$ cat src/rtl/lc3_fetch_unit.sv
// LC-3 fetch/PC-update stage: resolves the previous instruction's control flow into the next fetch address.
// Latency: one cycle; addr_out and pc take their new values on the same edge that samples fetch_start.
// Backpressure: none; fetch_start may be held high for one fetch per cycle, and the outputs hold while it is low.
module lc3_fetch_unit (
    input  logic        clk,
    input  logic        rst_n,        // active-high asynchronous reset despite the name
    input  logic        fetch_start,
    input  logic [3:0]  opCode_in,
    input  logic [8:0]  offset_in,
    input  logic [15:0] reg_in,
    input  logic [2:0]  br_nzp,
    input  logic [2:0]  result_nzp,
    output logic [15:0] addr_out,
    output logic        wea_out,
    output logic [15:0] pc
);

    // Opcodes that redirect the fetch stream; every other opcode is sequential.
    localparam logic [3:0] OP_BR   = 4'b0000;
    localparam logic [3:0] OP_JSRR = 4'b0100;
    localparam logic [3:0] OP_RTI  = 4'b1000;
    localparam logic [3:0] OP_JMP  = 4'b1100;
    localparam logic [3:0] OP_TRAP = 4'b1111;

    logic [15:0] offset_sext;
    logic [15:0] br_target;
    logic        br_taken;
    logic [15:0] target;

    // PCoffset9 is sign-extended, and the branch target wraps modulo 2^16.
    assign offset_sext = {{7{offset_in[8]}}, offset_in};
    assign br_target   = pc + offset_sext;

    // A BR is taken when any requested condition matches the current codes.
    // A mask of 000 therefore never branches.
    assign br_taken    = |(br_nzp & result_nzp);

    // Select the fetch target.
    // Non-control opcodes use only pc, so unused inputs cannot leak X into the outputs.
    always_comb begin
        target = pc;
        case (opCode_in)
            OP_BR:   target = br_taken ? br_target : pc;
            OP_JMP,
            OP_JSRR,
            OP_TRAP,
            OP_RTI:  target = reg_in;
            default: target = pc;
        endcase
    end

    // Reset clears the outputs asynchronously and takes priority over fetch_start.
    // A fetch issues target and advances pc past it.
    always_ff @(posedge clk or posedge rst_n) begin
        if (rst_n) begin
            addr_out <= 16'h0000;
            pc       <= 16'h0000;
            wea_out  <= 1'b0;
        end else if (fetch_start) begin
            addr_out <= target;
            pc       <= target + 16'd1;
            wea_out  <= 1'b0;
        end
    end

endmodule

$ cat config.mk
export PLATFORM = sky130hd
export DESIGN_NAME = lc3_fetch_unit
export DESIGN_NICKNAME = d
export VERILOG_FILES = /design/src/rtl/lc3_fetch_unit.sv
export SDC_FILE = /design/constraint.sdc
export NUM_CORES = 1
export LEC_CHECK = 0
export CORE_ASPECT_RATIO = 0.6
export CORE_MARGIN = 2
export CORE_UTILIZATION = 36
export CTS_CLUSTER_DIAMETER = 40
export CTS_CLUSTER_SIZE = 10
export DETAILED_ROUTE_END_ITERATION = 10
export PLACE_DENSITY = 0.65
export SLEW_MARGIN = 25
export SYNTH_ARGS = -nofsm -noshare
export SYNTH_HDL_FRONTEND = slang
export SYNTH_SLANG_ARGS = --single-unit
$ cat constraint.sdc
create_clock -name clk -period 3.1 [get_ports clk]
set_input_delay 0.31 -clock clk [delete_from_list [all_inputs] [get_ports clk]]
set_output_delay 0.31 -clock clk [all_outputs]
set_load 0.1 [all_outputs]
==> results.md <==
* Die X at between 100 and 150 um
* Number of vias in the routed layout at 2647
* WP data arrival at 3.39 ns
* Hold Vio Cnt, Final at 0
* RSZ-0062 raised after global routing: yes
* Area of the multi-input gates at ~1800 um2
* Hold Worst Slack at roughly 0.48 ns
* Hold depth at 1
* Worst Setup End Kind: flip-flop
* Full die area at slightly below 8000 um2
* Pwr/cell area at slightly above 900 nW/um2
* Final wirelength at 8513 um
* Netlist area before placement at 2517 um2
* Setup violators final at 5
* Pre-antenna DRT Iters at 4
* Synthesized Nets at 319
* Total track usage at 22.61%
* Crit-path max FO at 4
* Slew HR at approximately 34%
* Critical Path, Cell by Cell: ha_4, and3_4, a221o_1, o41ai_4, buf_4, a21oi_2, xnor2_1, a222oi_1, or4_4, nor3b_2, xor2_1, mux2i_1
* CTS Hold Bufs at 0
* Root buffer cell: clkbuf_16
* Final worst setup slack at -0.1459 ns
* Final nets at between 400 and 500
* First-pass GRT wire length at roughly 14000 um
* Delay-heaviest family, CP: simple AND/OR/NAND/NOR gates
* Rows at 23
* Crit path time final at 3.246 ns
* Clock transition at the registers of the reported paths at around 0.05 ns
* CTS H-tree depth at 2
* Initial Util at 37.38%
* CP max stage cell: or4_4
* DIE HEIGHT at a little under 70 um
* Later-pin clock latency in the skew report at between 0.2 and 0.3 ns
* Synth Register Bits at 32
* Seq/Total Area, Yosys at a little under a third
* Cell area after layout at between 4000 and 5000 um2
* Drt first-iter violations at 140
* Layout area overhead at 68.59%
* Critical Path Source Type: flip-flop
* MaxCap Viol Count at 0
* CP Class: reg2reg
* Diodes inserted at 0
* Failing checks: negative setup slack
* Final Skew at 0.007666 ns
* Initial antenna violation count at 0
* Worst Hold Launch: addr_out[0]
* Routed len/inst at roughly 17 um
* Drt via density at ~5.2
* FMAX at approximately 310 MHz
* Crit path required time at around 3.2 ns
* Worst slew pin tran at 0.9803 ns
* Final Slew Violations at 0
* Buffers on Ports at between 60 and 70
* Post-synth cell types at 61
* Status: finished, violations left
* Ys async rst share at 100.0%
* Crit share post-route at 104.7%
* Largest net degree at the start of global routing at 47
* Placement Cell Area at ~3800 um2
* # IOs at between 70 and 80
* HPWL after detailed placement at between 6000 and 7000 um
* Cts bufs inserted at 5
* Drc violations at 0
* Syn avg cell area at approximately 9.5 um2
* Register area at approximately 800 um2
* Antenna-violating nets left at 0
* CTS tree: built
* P_leak at approximately 1.9 nW
* Most common flop cell mapped by yosys: dfrtp_1
* CTS Buffer Depth at 2
* Reg2reg path depth at 12
* R2r endpoint: pc[15]
* Hold Path Class: reg2reg
* Fraction of layout cells with a size suffix above 1 at between 40% and 50%
* Filler Cell Count at approximately 570
* EDFF count, synth at 0
* Peak VDD IR at around 0.67 mV
* Worst Hold Path EP: addr_out[0]
* Post-synthesis instance total at about 260
* Vias in the first global route at around 2.6k
* CP max stage delay at between 0.5 and 0.6 ns
* Bufs and invs on worst path at 1
* Register-to-register setup slack at -0.15 ns
* Design Power at 0.003842 W
* Placed Cells at roughly 480
* Sink Count at 32
* Post-Layout Cell Count at a little over 500
* Synth warnings at 0
* Worst R2R Start: pc[4]
* Gpl congestion at roughly 0.86
* GRT overflow at 0
* Core box area at a little under 7000 um2
-- layout make-up --
class / instances / share of cell area, %
clock buffers: 7 / 3.125
clock inverters: 1 / 0.1179
inverters: 13 / 1.150
multi-input cells: 209 / 42.90
flip-flops and latches: 32 / 19.40
well taps: 87 / 2.565
repair buffers: 159 / 30.75
-- metrics by stage --
| step | utilization (%) | setup TNS [ns] | setup WS [ns] |
|---|---|---|---|
| 2_1_floorplan | - | -0.9521 | -0.2895 |
| 3_3_place_gp | 57.02 | -3.551 | -0.5192 |
| 3_5_place_dp | 57.02 | -3.937 | -0.5425 |
| 4_1_cts | 61.09 | -1.251 | -0.2428 |
| 5_1_grt | 63.02 | -1.152 | -0.2697 |
| 6_report | 63.02 | -0.4640 | -0.1459 |
-- kinds of logic after synthesis --
family          after synthesis  share of synthesized area [%]
simple gates                 69                          15.81
compound gates               79                          22.62
xor+xnor                     18                          6.262
fa+ha+maj                    17                          8.747
buf+inv                      23                          3.678
other cells                   1                         0.1490
mux                          25                          10.93
flops                        32                          31.81
-- worst max path at each step --
| stage | end | startpoint | cells past startpoint |
|---|---|---|---|
| after floorplan | pc[14] | pc[1] | 11 |
| after global placement | pc[15] | offset_in[1] | 13 |
| after detailed placement | pc[15] | offset_in[1] | 13 |
| after CTS | pc[13] | pc[4] | 13 |
| after global routing | pc[15] | pc[4] | 13 |
| final | pc[15] | pc[4] | 12 |
-- flip-flops by register name (all words and copies together), names as in the netlist --
signal,count
addr_out,16
pc,16
-- per-layer routing --
metal	vias up	track usage, %	routed length [um]
met3	7	3.759	480
met4	0	5.030	82
met1	1267	34.71	4447
met2	72	33.18	3502
met5	-	0	0
li1	1301	-	-
-- power by group --
part / total (W) / internal (W) / switching (W)
logic: 0.00270 / 0.00102 / 0.00168
registers: 0.000684 / 0.000558 / 0.000126
clock network: 0.000459 / 0.000296 / 0.000163
-- cells in the mapped netlist (2+ instances only) --
| cell | count | area, um2 |
|---|---|---|
| o21ai_1 | 4 | 20.02 |
| and3_1 | 2 | 12.51 |
| inv_1 | 13 | 48.80 |
| or3_1 | 3 | 18.77 |
| mux2i_1 | 8 | 80.08 |
| xnor2_1 | 11 | 96.34 |
| nor2_1 | 19 | 71.32 |
| a22oi_1 | 3 | 22.52 |
| dfrtp_1 | 32 | 800.8 |
| a21o_1 | 3 | 22.52 |
| clkbuf_1 | 6 | 22.52 |
| a21oi_1 | 18 | 90.09 |
| xor2_1 | 7 | 61.31 |
| o21ai_0 | 11 | 55.05 |
| nand4_1 | 2 | 12.51 |
| nand2_1 | 12 | 45.04 |
| nor3b_1 | 3 | 22.52 |
| o21a_1 | 3 | 22.52 |
| a211oi_1 | 7 | 52.55 |
| nand2b_1 | 4 | 25.02 |
| buf_2 | 2 | 10.01 |
| a222oi_1 | 8 | 80.08 |
| a221o_1 | 2 | 20.02 |
| a31o_2 | 2 | 17.52 |
| nor2b_1 | 7 | 43.79 |
| nor3_1 | 4 | 20.02 |
| mux2_2 | 16 | 180.2 |
| ha_1 | 16 | 200.2 |
| o211ai_1 | 2 | 15.01 |
| o31a_1 | 2 | 17.52 |
| o31ai_1 | 2 | 15.01 |
-- layout by cell type (no fill, tap or decap), types with 4 or more instances in the layout --
cell type | Yosys | layout
nand2b_1 | 4 | 4
buf_4 | 1 | 115
nor2_1 | 19 | 17
o21ai_1 | 4 | 5
mux2i_1 | 8 | 8
nor2b_1 | 7 | 5
mux2_2 | 16 | 15
nand2_1 | 12 | 12
a21oi_1 | 18 | 17
ha_4 | 0 | 5
o21ai_0 | 11 | 6
dfrtp_4 | 0 | 5
inv_1 | 13 | 12
xnor2_1 | 11 | 10
a211oi_2 | 0 | 4
a222oi_1 | 8 | 8
xor2_1 | 7 | 7
dlygate4sd2_1 | 0 | 4
clkbuf_16 | 0 | 5
o21ai_2 | 1 | 5
ha_1 | 16 | 11
clkdlybuf4s50_1 | 0 | 36
dfrtp_1 | 32 | 24
-- what timing repair did --
action | 4_1_cts | 5_1_grt
setup endpoints to repair | 7 | 10
resized for setup | 19 | 18
setup buffers | 11 | 10
pin swaps | 18 | 16
gates cloned | 0 | 0
Power figures use the tool's default switching activity.
